--- config.mk ---
export PLATFORM = sky130hd
export DESIGN_NAME = rr_pkt_arbiter
export DESIGN_NICKNAME = d
export VERILOG_FILES = /design/src/rtl/rr_arb_pkg.sv /design/src/rtl/rr_pkt_arbiter_elastic_stage.sv /design/src/rtl/rr_pkt_arbiter.sv
export SDC_FILE = /design/constraint.sdc
export NUM_CORES = 1
export LEC_CHECK = 0
export ABC_CLOCK_PERIOD_IN_PS = 2960
export BUFFER_PORTS_ARGS = -buffer_cell sky130_fd_sc_hd__buf_2
export CAP_MARGIN = 10
export CORE_MARGIN = 2
export CORE_UTILIZATION = 39
export DETAILED_ROUTE_END_ITERATION = 6
export PLACE_DENSITY = 0.66
export SETUP_SLACK_MARGIN = 0.5
export SKIP_CTS_REPAIR_TIMING = 1
export SYNTH_ARGS = -nofsm -noshare
export SYNTH_HDL_FRONTEND = slang
export SYNTH_SLANG_ARGS = --single-unit
--- constraint.sdc ---
create_clock -name clk -period 2.96 [get_ports clk]
set_clock_uncertainty 0.05 [all_clocks]
set_input_delay 0.296 -clock clk [delete_from_list [all_inputs] [get_ports clk]]
set_output_delay 0.296 -clock clk [all_outputs]
set_load 0.02 [all_outputs]
--- src/rtl/rr_arb_pkg.sv ---
// rr_arb_pkg
//   Shared definitions for the round-robin packet arbiter:
//   - arb_state_e : arbiter FSM encoding (ST_IDLE, ST_LOCK)
//   - id_width()  : requester index width, max(1, clog2(n))
//   - DEF_NUM_REQ / DEF_DATA_W : default requester count and beat width
package rr_arb_pkg;

    typedef enum logic [0:0] {
        ST_IDLE = 1'b0,
        ST_LOCK = 1'b1
    } arb_state_e;

    localparam int DEF_NUM_REQ = 4;
    localparam int DEF_DATA_W  = 8;

    // A single requester still needs a 1-bit id field
    function automatic int id_width(input int n);
        if (n <= 1) begin
            return 1;
        end else begin
            return $clog2(n);
        end
    endfunction

endpackage

--- src/rtl/rr_pkt_arbiter_elastic_stage.sv ---
// elastic_stage
//   One-entry full-bandwidth ready/valid register slice. A full entry that
//   drains in a cycle can be refilled in that same cycle.
// Ports
//   clk, reset_n        clock, async active-low reset
//   in_srdy / in_rrdy   upstream valid / ready (in_rrdy = !full | out_rrdy)
//   in_data             payload captured on an accepted beat
//   out_srdy / out_rrdy downstream valid (= full) / ready
//   out_data            registered payload
module elastic_stage
    import rr_arb_pkg::*;
#(
    parameter int W = 11
) (
    input  logic         clk,
    input  logic         reset_n,
    input  logic         in_srdy,
    input  logic [W-1:0] in_data,
    output logic         in_rrdy,
    output logic         out_srdy,
    output logic [W-1:0] out_data,
    input  logic         out_rrdy
);

    logic         full_r;
    logic [W-1:0] data_r;
    logic         accept_s;

    assign in_rrdy  = !full_r | out_rrdy;
    assign accept_s = in_srdy & in_rrdy;
    assign out_srdy = full_r;
    assign out_data = data_r;

    // Occupancy flag and payload register; payload holds while not accepting
    always_ff @(posedge clk or negedge reset_n) begin
        if (!reset_n) begin
            full_r <= 1'b0;
            data_r <= {W{1'b0}};
        end else begin
            if (accept_s) begin
                full_r <= 1'b1;
                data_r <= in_data;
            end else if (out_rrdy) begin
                full_r <= 1'b0;
                data_r <= data_r;
            end else begin
                full_r <= full_r;
                data_r <= data_r;
            end
        end
    end

endmodule

--- src/rtl/rr_pkt_arbiter.sv ---
// rr_pkt_arbiter
//   Round-robin arbiter merging NUM_REQ ready/valid requesters onto one
//   registered output channel. A packet (beats up to and including in_last)
//   keeps the grant until its last beat, so packets never interleave.
// Ports
//   clk, reset_n  clock, async active-low reset
//   in_srdy       per-requester beat valid            [NUM_REQ]
//   in_data       requester i data at [i*DATA_W +: DATA_W]
//   in_last       per-requester last-beat flag        [NUM_REQ]
//   in_rrdy       per-requester ready, one-hot or zero [NUM_REQ]
//   out_srdy      output beat valid
//   out_data      output beat data                    [DATA_W]
//   out_last      output beat ends packet
//   out_id        source requester index              [ID_W]
//   out_rrdy      downstream ready
module rr_pkt_arbiter
    import rr_arb_pkg::*;
#(
    parameter int NUM_REQ = DEF_NUM_REQ,
    parameter int DATA_W  = DEF_DATA_W,
    parameter int ID_W    = id_width(NUM_REQ)
) (
    input  logic                      clk,
    input  logic                      reset_n,
    input  logic [NUM_REQ-1:0]        in_srdy,
    input  logic [NUM_REQ*DATA_W-1:0] in_data,
    input  logic [NUM_REQ-1:0]        in_last,
    output logic [NUM_REQ-1:0]        in_rrdy,
    output logic                      out_srdy,
    output logic [DATA_W-1:0]         out_data,
    output logic                      out_last,
    output logic [ID_W-1:0]           out_id,
    input  logic                      out_rrdy
);

    localparam int PAY_W = DATA_W + 1 + ID_W;

    arb_state_e        state_r;
    logic [ID_W-1:0]   ptr_r;
    logic [ID_W-1:0]   lock_id_r;

    logic              grant_valid_s;
    logic              grant_hold_s;
    logic [ID_W-1:0]   grant_id_s;
    logic [DATA_W-1:0] mux_data_s;
    logic              mux_last_s;
    logic              stage_rdy_s;
    logic              accept_s;
    logic [PAY_W-1:0]  stage_in_s;
    logic [PAY_W-1:0]  stage_out_s;

    // Index following v, wrapping to zero after the last requester
    function automatic logic [ID_W-1:0] wrap_inc(input logic [ID_W-1:0] v);
        if (int'(v) >= NUM_REQ - 1) begin
            return {ID_W{1'b0}};
        end else begin
            return v + ID_W'(1'b1);
        end
    endfunction

    // Rotating priority encoder: scan from ptr upward with wrap, or follow the lock
    always_comb begin
        int idx_v;
        grant_valid_s = 1'b0;
        grant_hold_s  = 1'b0;
        grant_id_s    = {ID_W{1'b0}};
        idx_v         = 0;
        if (state_r == ST_LOCK) begin
            // The lock owns the channel even while its source is idle
            grant_hold_s  = 1'b1;
            grant_id_s    = lock_id_r;
            grant_valid_s = in_srdy[lock_id_r];
        end else begin
            for (int k = 0; k < NUM_REQ; k++) begin
                idx_v = int'(ptr_r) + k;
                if (idx_v >= NUM_REQ) begin
                    idx_v = idx_v - NUM_REQ;
                end else begin
                    idx_v = idx_v;
                end
                if (!grant_valid_s && in_srdy[idx_v]) begin
                    grant_valid_s = 1'b1;
                    grant_hold_s  = 1'b1;
                    grant_id_s    = ID_W'(idx_v);
                end else begin
                    grant_valid_s = grant_valid_s;
                end
            end
        end
    end

    // Data/last mux of the granted requester and one-hot ready back to it
    always_comb begin
        mux_data_s = {DATA_W{1'b0}};
        mux_last_s = 1'b0;
        in_rrdy    = {NUM_REQ{1'b0}};
        for (int i = 0; i < NUM_REQ; i++) begin
            if (grant_id_s == ID_W'(i)) begin
                mux_data_s = in_data[i*DATA_W +: DATA_W];
                mux_last_s = in_last[i];
            end else begin
                mux_data_s = mux_data_s;
            end
        end
        if (grant_hold_s) begin
            in_rrdy[grant_id_s] = stage_rdy_s;
        end else begin
            in_rrdy = {NUM_REQ{1'b0}};
        end
    end

    assign accept_s   = grant_valid_s & stage_rdy_s;
    assign stage_in_s = {mux_last_s, grant_id_s, mux_data_s};

    // Arbiter FSM: pointer advances past the winner only on a packet's last beat
    always_ff @(posedge clk or negedge reset_n) begin
        if (!reset_n) begin
            state_r   <= ST_IDLE;
            ptr_r     <= {ID_W{1'b0}};
            lock_id_r <= {ID_W{1'b0}};
        end else begin
            case (state_r)
                ST_IDLE: begin
                    if (accept_s && mux_last_s) begin
                        ptr_r <= wrap_inc(grant_id_s);
                    end else if (accept_s) begin
                        lock_id_r <= grant_id_s;
                        state_r   <= ST_LOCK;
                    end else begin
                        state_r <= ST_IDLE;
                    end
                end
                ST_LOCK: begin
                    if (accept_s && mux_last_s) begin
                        ptr_r   <= wrap_inc(lock_id_r);
                        state_r <= ST_IDLE;
                    end else begin
                        state_r <= ST_LOCK;
                    end
                end
                default: begin
                    state_r   <= ST_IDLE;
                    ptr_r     <= {ID_W{1'b0}};
                    lock_id_r <= {ID_W{1'b0}};
                end
            endcase
        end
    end

    elastic_stage #(
        .W(PAY_W)
    ) u_stage (
        .clk      (clk),
        .reset_n  (reset_n),
        .in_srdy  (grant_valid_s),
        .in_data  (stage_in_s),
        .in_rrdy  (stage_rdy_s),
        .out_srdy (out_srdy),
        .out_data (stage_out_s),
        .out_rrdy (out_rrdy)
    );

    assign out_data = stage_out_s[DATA_W-1:0];
    assign out_id   = stage_out_s[DATA_W +: ID_W];
    assign out_last = stage_out_s[PAY_W-1];

endmodule
==> flow_summary.yaml, run 1 <==
placement:
  portBuffers: 58
  place_ws_ps: 54.7
  dp_hpwl_um: 2620
  place_congestion: 0.741
worst_setup_path:
  cp_slowest_cell: "dfrtp_2"
  start_kind: "flop"
  cpPeakStageDelay_ps: 440
  path_cells: "nand2b_1, o311a_1, o311a_1, a21oi_2, ha_2, nand3b_1, a221oi_2, buf_4, nor3_4, mux2_4"
  cp_max_fo: 5
  r2r-end: "lock_id_r[0]$_DFFE_PN0P_"
  worst-endpoint-required_ps: 3090
  r2r-start: "ptr_r[0]$_DFFE_PN0P_"
  worst_path_most_repeated_cell: "o311a_1"
  crit_path_end_kind: "flop"
  cp.arrival_ps: 2750
  path_class: "reg2reg"
  r2r_slack_ps: 340
  r2r_cells: 10
cts:
  cts_sinks: 17
  cts_buffers: 3
  tritoncts: "done"
  cts_buffer_depth: 2
  cts_max_level: 1
  root_buffer: "clkbuf_4"
  clock_latency_ps: 290
  clkTransAtPathRegs_ps: 110
routing:
  dr.pass1.iters: 4
  antenna_left: 0
  route.detailed.drc: 0
  vias: 1304
  wl_per_cell_um: 15.4
  wl_um: 3750
  drt_iter0_drc: 80
  vias_per_cell: 5.34
layout:
  layout_commonest_cell: "buf_2"
  multi_input_area_um2: 967
  antennaDiodeCount: 0
  layout.area.seq_um2: 428
  area_delta_synth_final_pct: 48.2
  nFillCells: 287
  final_cell_mix: "buf_2 (57), dfrtp_1 (15), buf_4 (13)"
  final_nets: 249
  final_layout_size_suffix_gt1_share_pct: 59.0
power:
  p_leak_nw: 0.899
  peakVddDrop_v: 0.000626
  powerDensity_nw_per_um2: 1220
synth:
  synth_nets: 178
  synthDistinctLibCells: 34
  syn_avg_cell_area_um2: 9.92
  synth-seq-cells: 17
  netlist_instances: 130
  yosysWarnings: 0
  syn_area_um2: 1290
  synth.yosys.seq_area_share_pct: 33.0
  synthArstFlopShare_pct: 100
  ys.flop_type: "dfrtp_1"
  synth-edff-count: 0
sta:
  finalHoldViolCount: 0
  fin_crit_sh_pct: 88.6
  max_freq_ghz: 0.381
  timing.slew.headroom_pct: 67.9
  rsz0062_at_grt: "true"
  whs_ps: 213
  max_slew.worst_pin.slew_ps: 477
  setup_viol: 0
  setup_ws_ps: 337
  period_minus_slack_ps: 2620
  drv_slew: 0
  fin_tns_setup_ps: 0
run:
  cap_viol_max_count: 0
floorplan:
  ioPinCount: 59
  die-area_um2: 3780
  fp.dieW_um: 61.5
  die_y_um: 61.5
  start_util_pct: 41.6
  fp-row-count: 20
  coreArea_um2: 3100
worst_hold_path:
  holdPathStages: 3
  holdCritPathClass: "in2reg"
  hold_end: "u_stage.out_srdy$_DFFE_PN0P_"
  hp-start: "out_rrdy"
outcome:
  outcome: "finished clean"
grt:
  grt_pass1_wl_um: 5060
  antenna_found_initial: 0
  grt_max_degree: 18
  overflow: 0
  grt_pass1_vias: 1174
  groute.usage.overall_pct: 17.7
==> layer usage <==
layer  part of all wire (%)  wire, um  global-route usage (%)
met5                      0         0                       0
met4                    1.4        51                    4.86
met3                    4.5       167                    4.20
met2                     51      1920                    29.2
met1                     43      1610                    23.1
==> kinds of logic after synthesis <==
group	count (synthesis)	synth area share, %
and+or+nand+nor	40	17.7
AOI/OAI and AO/OA	38	21.0
muxes	18	19.4
DFF	17	33.0
buffers and inverters	12	4.07
adders and majority gates	5	4.85
==> through the flow <==
step                      cell area [um2]  cells  power [mW]  utilization [%]
after global placement               1660    230        1.83             53.4
after global routing                 1910    244        2.52             61.6
final                                1910    244        2.34             61.6
after CTS                            1690    234        1.99             54.3
after floorplan                      1310    130        1.51                -
after detailed placement             1660    230        1.85             53.4
==> worst max-delay path by stage <==
stage / start / endpoint / depth (start not counted)
6_report: ptr_r[0]$_DFFE_PN0P_ / lock_id_r[0]$_DFFE_PN0P_ / 10
5_1_grt: ptr_r[0]$_DFFE_PN0P_ / lock_id_r[0]$_DFFE_PN0P_ / 10
4_1_cts: ptr_r[1]$_DFFE_PN0P_ / ptr_r[1]$_DFFE_PN0P_ / 9
3_5_place_dp: in_srdy[1] / ptr_r[1]$_DFFE_PN0P_ / 10
3_3_place_gp: in_srdy[1] / ptr_r[1]$_DFFE_PN0P_ / 10
2_1_floorplan: in_srdy[1] / ptr_r[0]$_DFFE_PN0P_ / 10
==> Yosys cell counts (2+ instances only) <==
library cell | n | area [um2]
dfrtp_1 | 17 | 425
inv_1 | 5 | 18.8
o311a_1 | 2 | 20.0
a21oi_1 | 9 | 45.0
o21ai_0 | 3 | 15.0
nor2_1 | 3 | 11.3
ha_1 | 5 | 62.6
clkbuf_1 | 6 | 22.5
o31ai_1 | 8 | 60.1
a221oi_1 | 8 | 70.1
and2_1 | 5 | 31.3
mux2_2 | 7 | 78.8
nand2_1 | 12 | 45.0
nand2b_1 | 3 | 18.8
mux2_4 | 9 | 135
nor3_1 | 2 | 10.0
nor2b_1 | 9 | 56.3
==> power by group <==
part | internal (mW) | leakage [nW] | switching, mW | total, mW
sequential | 0.356 | 0.201 | 0.117 | 0.474
clock | 0.0502 | 0.0177 | 0.0752 | 0.125
combinational | 0.926 | 0.680 | 0.817 | 1.74
total | 1.33 | 0.899 | 1.01 | 2.34
==> sequential cells by signal, summed over array words and instances (netlist names), named ones only <==
name              count
ptr_r                 2
lock_id_r             2
u_stage.out_srdy      1
u_stage.out_data     11
==> critical path, delay by kind of cell (launching register included) <==
family	cells	cell delay, ps
AOI/OAI and AO/OA	4	820
adders and majority gates	1	230
buffers and inverters	1	150
DFF	1	440
muxes	1	330
and+or+nand+nor	3	480
==> cell type report <==
cell class	count	area share, %
multi-input cells	101	50.6
clock inverters	1	0.262
repair buffers	73	21.7
clock buffers	3	1.18
inverters	5	0.982
flip-flops and latches	17	22.4
well taps	44	2.88
Power figures use the tool's default switching activity.
==> run 2: changes to the inputs <==
Settings changed: ABC_CLOCK_PERIOD_IN_PS 2960 to 2500.
Clock period 2.96 ns to 2.5 ns, I/O delays scaled along.
==> flow_summary.yaml, run 2 (synthesized netlist as in run 1, its figures left out) <==
sta:
  period_minus_slack_ps: 2550
  max_slew.worst_pin.slew_ps: 419
  setup_ws_ps: -46.2
  max_freq_ghz: 0.393
  rsz0062_at_grt: "true"
  fin_tns_setup_ps: -46.2
  finalHoldViolCount: 0
  timing.slew.headroom_pct: 72.1
  drv_slew: 0
  fin_crit_sh_pct: 102
  setup_viol: 1
grt:
  grt_pass1_wl_um: 5460
  groute.usage.overall_pct: 19.4
  grt_max_degree: 18
  overflow: 0
  antenna_found_initial: 0
  grt_pass1_vias: 1235
routing:
  dr.pass1.iters: 4
  antenna_left: 0
  wl_per_cell_um: 14.8
  wl_um: 3780
  vias: 1331
  vias_per_cell: 5.20
  drt_iter0_drc: 45
  route.detailed.drc: 0
worst_setup_path:
  r2r_cells: 8
  r2r-end: "ptr_r[1]$_DFFE_PN0P_"
  worst-endpoint-required_ps: 2200
  cp_max_fo: 17
  r2r-start: "ptr_r[0]$_DFFE_PN0P_"
  r2r_slack_ps: 10
  crit_start: "ptr_r[0]$_DFFE_PN0P_"
  start_kind: "flop"
  endpoint: "in_rrdy[3]"
  crit_path_end_kind: "output port"
  cp.arrival_ps: 2250
  path_class: "reg2out"
cts:
  clkTransAtPathRegs_ps: 100
  cts_max_level: 1
  cts_sinks: 17
  root_buffer: "clkbuf_4"
  cts_buffers: 3
  cts_buffer_depth: 2
  clock_latency_ps: 290
  tritoncts: "done"
outcome:
  failed_checks: "negative setup slack"
  outcome: "finished, violations left"
placement:
  dp_hpwl_um: 2760
  portBuffers: 58
  place_congestion: 0.791
layout:
  antennaDiodeCount: 0
  final_util_pct: 66.3
  final_layout_size_suffix_gt1_share_pct: 65.1
  final_cell_mix: "buf_2 (57), buf_4 (23), dfrtp_1 (14)"
  area_delta_synth_final_pct: 59.5
  largest_register_ffs: 11
  layout_commonest_cell: "buf_2"
  final_nets: 261
floorplan:
  start_util_pct: 41.6
  fp-row-count: 20
  die_y_um: 61.5
  coreArea_um2: 3100
  die-area_um2: 3780
  fp.dieW_um: 61.5
  ioPinCount: 59
worst_hold_path:
  hp-start: "out_rrdy"
  holdCritPathClass: "in2reg"
power:
  peakVddDrop_v: 0.000622
  p_leak_nw: 0.968
  powerDensity_nw_per_um2: 1460
run:
  cap_viol_max_count: 0
run 2: per-layer routing:
layer  global-route usage, %  routed length [um]
met3                    2.94                 165
met1                    25.5                1690
met4                    9.73                 116
met5                       0                   0
met2                    31.0                1810
run 2: critical path, cell delays in order (launching register included):
cell	delay (ps)
dfrtp_2	440
nand2b_1	90
o311a_1	150
buf_4	150
o311ai_4	290
nand2_2	120
ha_1	260
buf_6	170
and2_4	140
buf_2	150
run 2: where the power goes:
group,total (mW),internal [mW],switching (mW),leakage [nW]
clock network,0.153,0.0621,0.0909,0.0150
logic,2.30,1.24,1.06,0.753
registers,0.545,0.423,0.122,0.200
total,3.00,1.72,1.27,0.968
run 2: worst min path at each step:
stage,end,cells after the start
5_1_grt,u_stage.out_srdy$_DFFE_PN0P_,3
6_report,u_stage.out_srdy$_DFFE_PN0P_,3
3_3_place_gp,u_stage.out_data[4]$_DFFE_PN0P_,1
2_1_floorplan,asynchronous set/reset pin,0
3_5_place_dp,u_stage.out_data[4]$_DFFE_PN0P_,1
4_1_cts,u_stage.out_data[1]$_DFFE_PN0P_,1
run 2: metrics by stage:
| step | worst slack (ps) | total power, mW | hold WS (ps) | std cells | area, um2 |
|---|---|---|---|---|---|
| floorplan | 142 | 1.91 | -95.6 | 130 | 1390 |
| global placement | -60.4 | 2.41 | 146 | 247 | 1830 |
| detailed placement | -105 | 2.44 | 154 | 247 | 1830 |
| CTS | -149 | 2.61 | -175 | 251 | 1850 |
| global route | -160 | 3.22 | 189 | 256 | 2060 |
| finish | -46.2 | 3.00 | 182 | 256 | 2060 |
run 2: cell type report:
class,instances,area (um2)
fillers,280,1050
flip-flops and latches,17,429
well taps,44,55.1
inverters,5,18.8
repair buffers,84,502
multi-input cells,102,1030
clock buffers,4,26.3
==> run 3: changes to the inputs <==
Settings changed: CELL_PAD_IN_SITES_DETAIL_PLACEMENT set to 0, CELL_PAD_IN_SITES_GLOBAL_PLACEMENT set to 1, CORE_UTILIZATION 39 to 34, PLACE_DENSITY 0.66 to 0.77, TNS_END_PERCENT set to 10.
==> flow_summary.yaml, run 3 (synthesized netlist as in run 1, its figures left out) <==
outcome:
  outcome: "finished, violations left"
  failed_checks: "negative setup slack"
sta:
  period_minus_slack_ps: 2590
  fin_tns_setup_ps: -195
  drv_slew: 0
  fin_crit_sh_pct: 104
  setup_viol: 5
  timing.slew.headroom_pct: 73.5
  whs_ps: 214
  rsz0062_at_grt: "true"
  max_freq_ghz: 0.386
  max_slew.worst_pin.slew_ps: 397
  setup_ws_ps: -92.5
  finalHoldViolCount: 0
power:
  powerDensity_nw_per_um2: 1440
  p_leak_nw: 0.938
  peakVddDrop_v: 0.000730
placement:
  dp_cells: 247
  place_congestion: 0.869
  place_ws_ps: -158
  portBuffers: 58
  dp_hpwl_um: 2800
worst_setup_path:
  cp_max_fo: 5
  worst-endpoint-required_ps: 2590
  path_cells: "and4bb_2, o311a_1, a21oi_2, ha_2, nand3b_1, a221oi_2, o211ai_1, mux2_4"
  cpPeakStageDelay_ps: 440
  crit_family: "compound AO/OA/AOI/OAI gates"
  path_buf_inv: 0
  cp.arrival_ps: 2680
  cp_slowest_cell: "dfrtp_2"
  start_kind: "flop"
  crit_path_end_kind: "flop"
  path_class: "reg2reg"
layout:
  final_util_pct: 53.7
  largest_register_ffs: 11
  nFillCells: 338
  final_cell_mix: "buf_2 (57), buf_4 (20), dfrtp_1 (14)"
  area_delta_synth_final_pct: 52.5
  layout_commonest_cell: "buf_2"
  final_nets: 257
  layout.area.seq_um2: 429
  antennaDiodeCount: 0
  fin_cells: 256
  final_layout_size_suffix_gt1_share_pct: 61.5
  multi_input_area_um2: 933
grt:
  grt_pass1_wl_um: 5640
  overflow: 0
  groute.usage.overall_pct: 17.1
  grt_pass1_vias: 1250
  grt_max_degree: 18
  antenna_found_initial: 0
routing:
  drt_iter0_drc: 44
  vias: 1294
  wl_per_cell_um: 14.5
  route.detailed.drc: 0
  dr.pass1.iters: 4
  vias_per_cell: 5.05
  wl_um: 3700
  antenna_left: 0
floorplan:
  die_y_um: 65.6
  fp-row-count: 22
  coreArea_um2: 3660
  fp.dieW_um: 65.6
  ioPinCount: 59
  die-area_um2: 4300
  start_util_pct: 35.2
cts:
  tritoncts: "done"
  clkTransAtPathRegs_ps: 70
  cts_max_level: 1
  cts_sinks: 17
  cts_buffer_depth: 2
  cts_buffers: 3
  root_buffer: "clkbuf_8"
  clock_latency_ps: 260
run:
  cap_viol_max_count: 0
worst_hold_path:
  holdCritPathClass: "in2reg"
## run 3: routing by layer
layer  global-route usage [%]  part of all wire [%]  vias to the layer above
li1                         -                     -                      640
met1                     21.7                    43                      631
met2                     28.7                    53                       18
met3                     4.28                   3.3                        5
met4                     4.95                  0.97                        0
met5                        0                     0                        -
## run 3: metrics by stage
stage / area, um2 / power, mW
after floorplan: 1330 / 1.81
after global routing: 1970 / 3.05
after global placement: 1780 / 2.30
after detailed placement: 1780 / 2.34
after CTS: 1830 / 2.57
final: 1970 / 2.83
## run 3: layout make-up
class | instances | share of cell area (%)
Tap cell | 48 | 3.05
Multi-Input combinational cell | 101 | 47.5
Sequential cell | 17 | 21.8
Inverter | 5 | 0.954
Timing Repair Buffer | 81 | 24.4
Clock inverter | 1 | 0.254
Clock buffer | 3 | 2.10
## run 3: final timing paths
| kind | start | end | slack (ps) | cells past startpoint |
|---|---|---|---|---|
| max in group asynchronous | reset_n | lock_id_r[1]$_DFFE_PN0P_ | 1680 | 2 |
| min in group asynchronous | reset_n | u_stage.out_data[1]$_DFFE_PN0P_ | 400 | 2 |
| hold reg to reg | u_stage.out_data[6]$_DFFE_PN0P_ | u_stage.out_data[6]$_DFFE_PN0P_ | 460 | 1 |
| hold / removal | out_rrdy | u_stage.out_srdy$_DFFE_PN0P_ | 210 | 3 |
| setup reg to reg | ptr_r[0]$_DFFE_PN0P_ | ptr_r[0]$_DFFE_PN0P_ | -90 | 8 |
| setup / recovery | ptr_r[0]$_DFFE_PN0P_ | ptr_r[0]$_DFFE_PN0P_ | -90 | 8 |
## run 3: worst reg2reg max path, cell delays in order, from the launching register on
cell,delay (ps)
dfrtp_2,440
and4bb_2,280
o311a_1,360
a21oi_2,150
ha_2,210
nand3b_1,100
a221oi_2,320
o211ai_1,230
mux2_4,350
## run 3: power by group
group	internal (mW)	switching, mW
Combinational	1.10	0.968
Sequential	0.425	0.127
Clock	0.111	0.0989
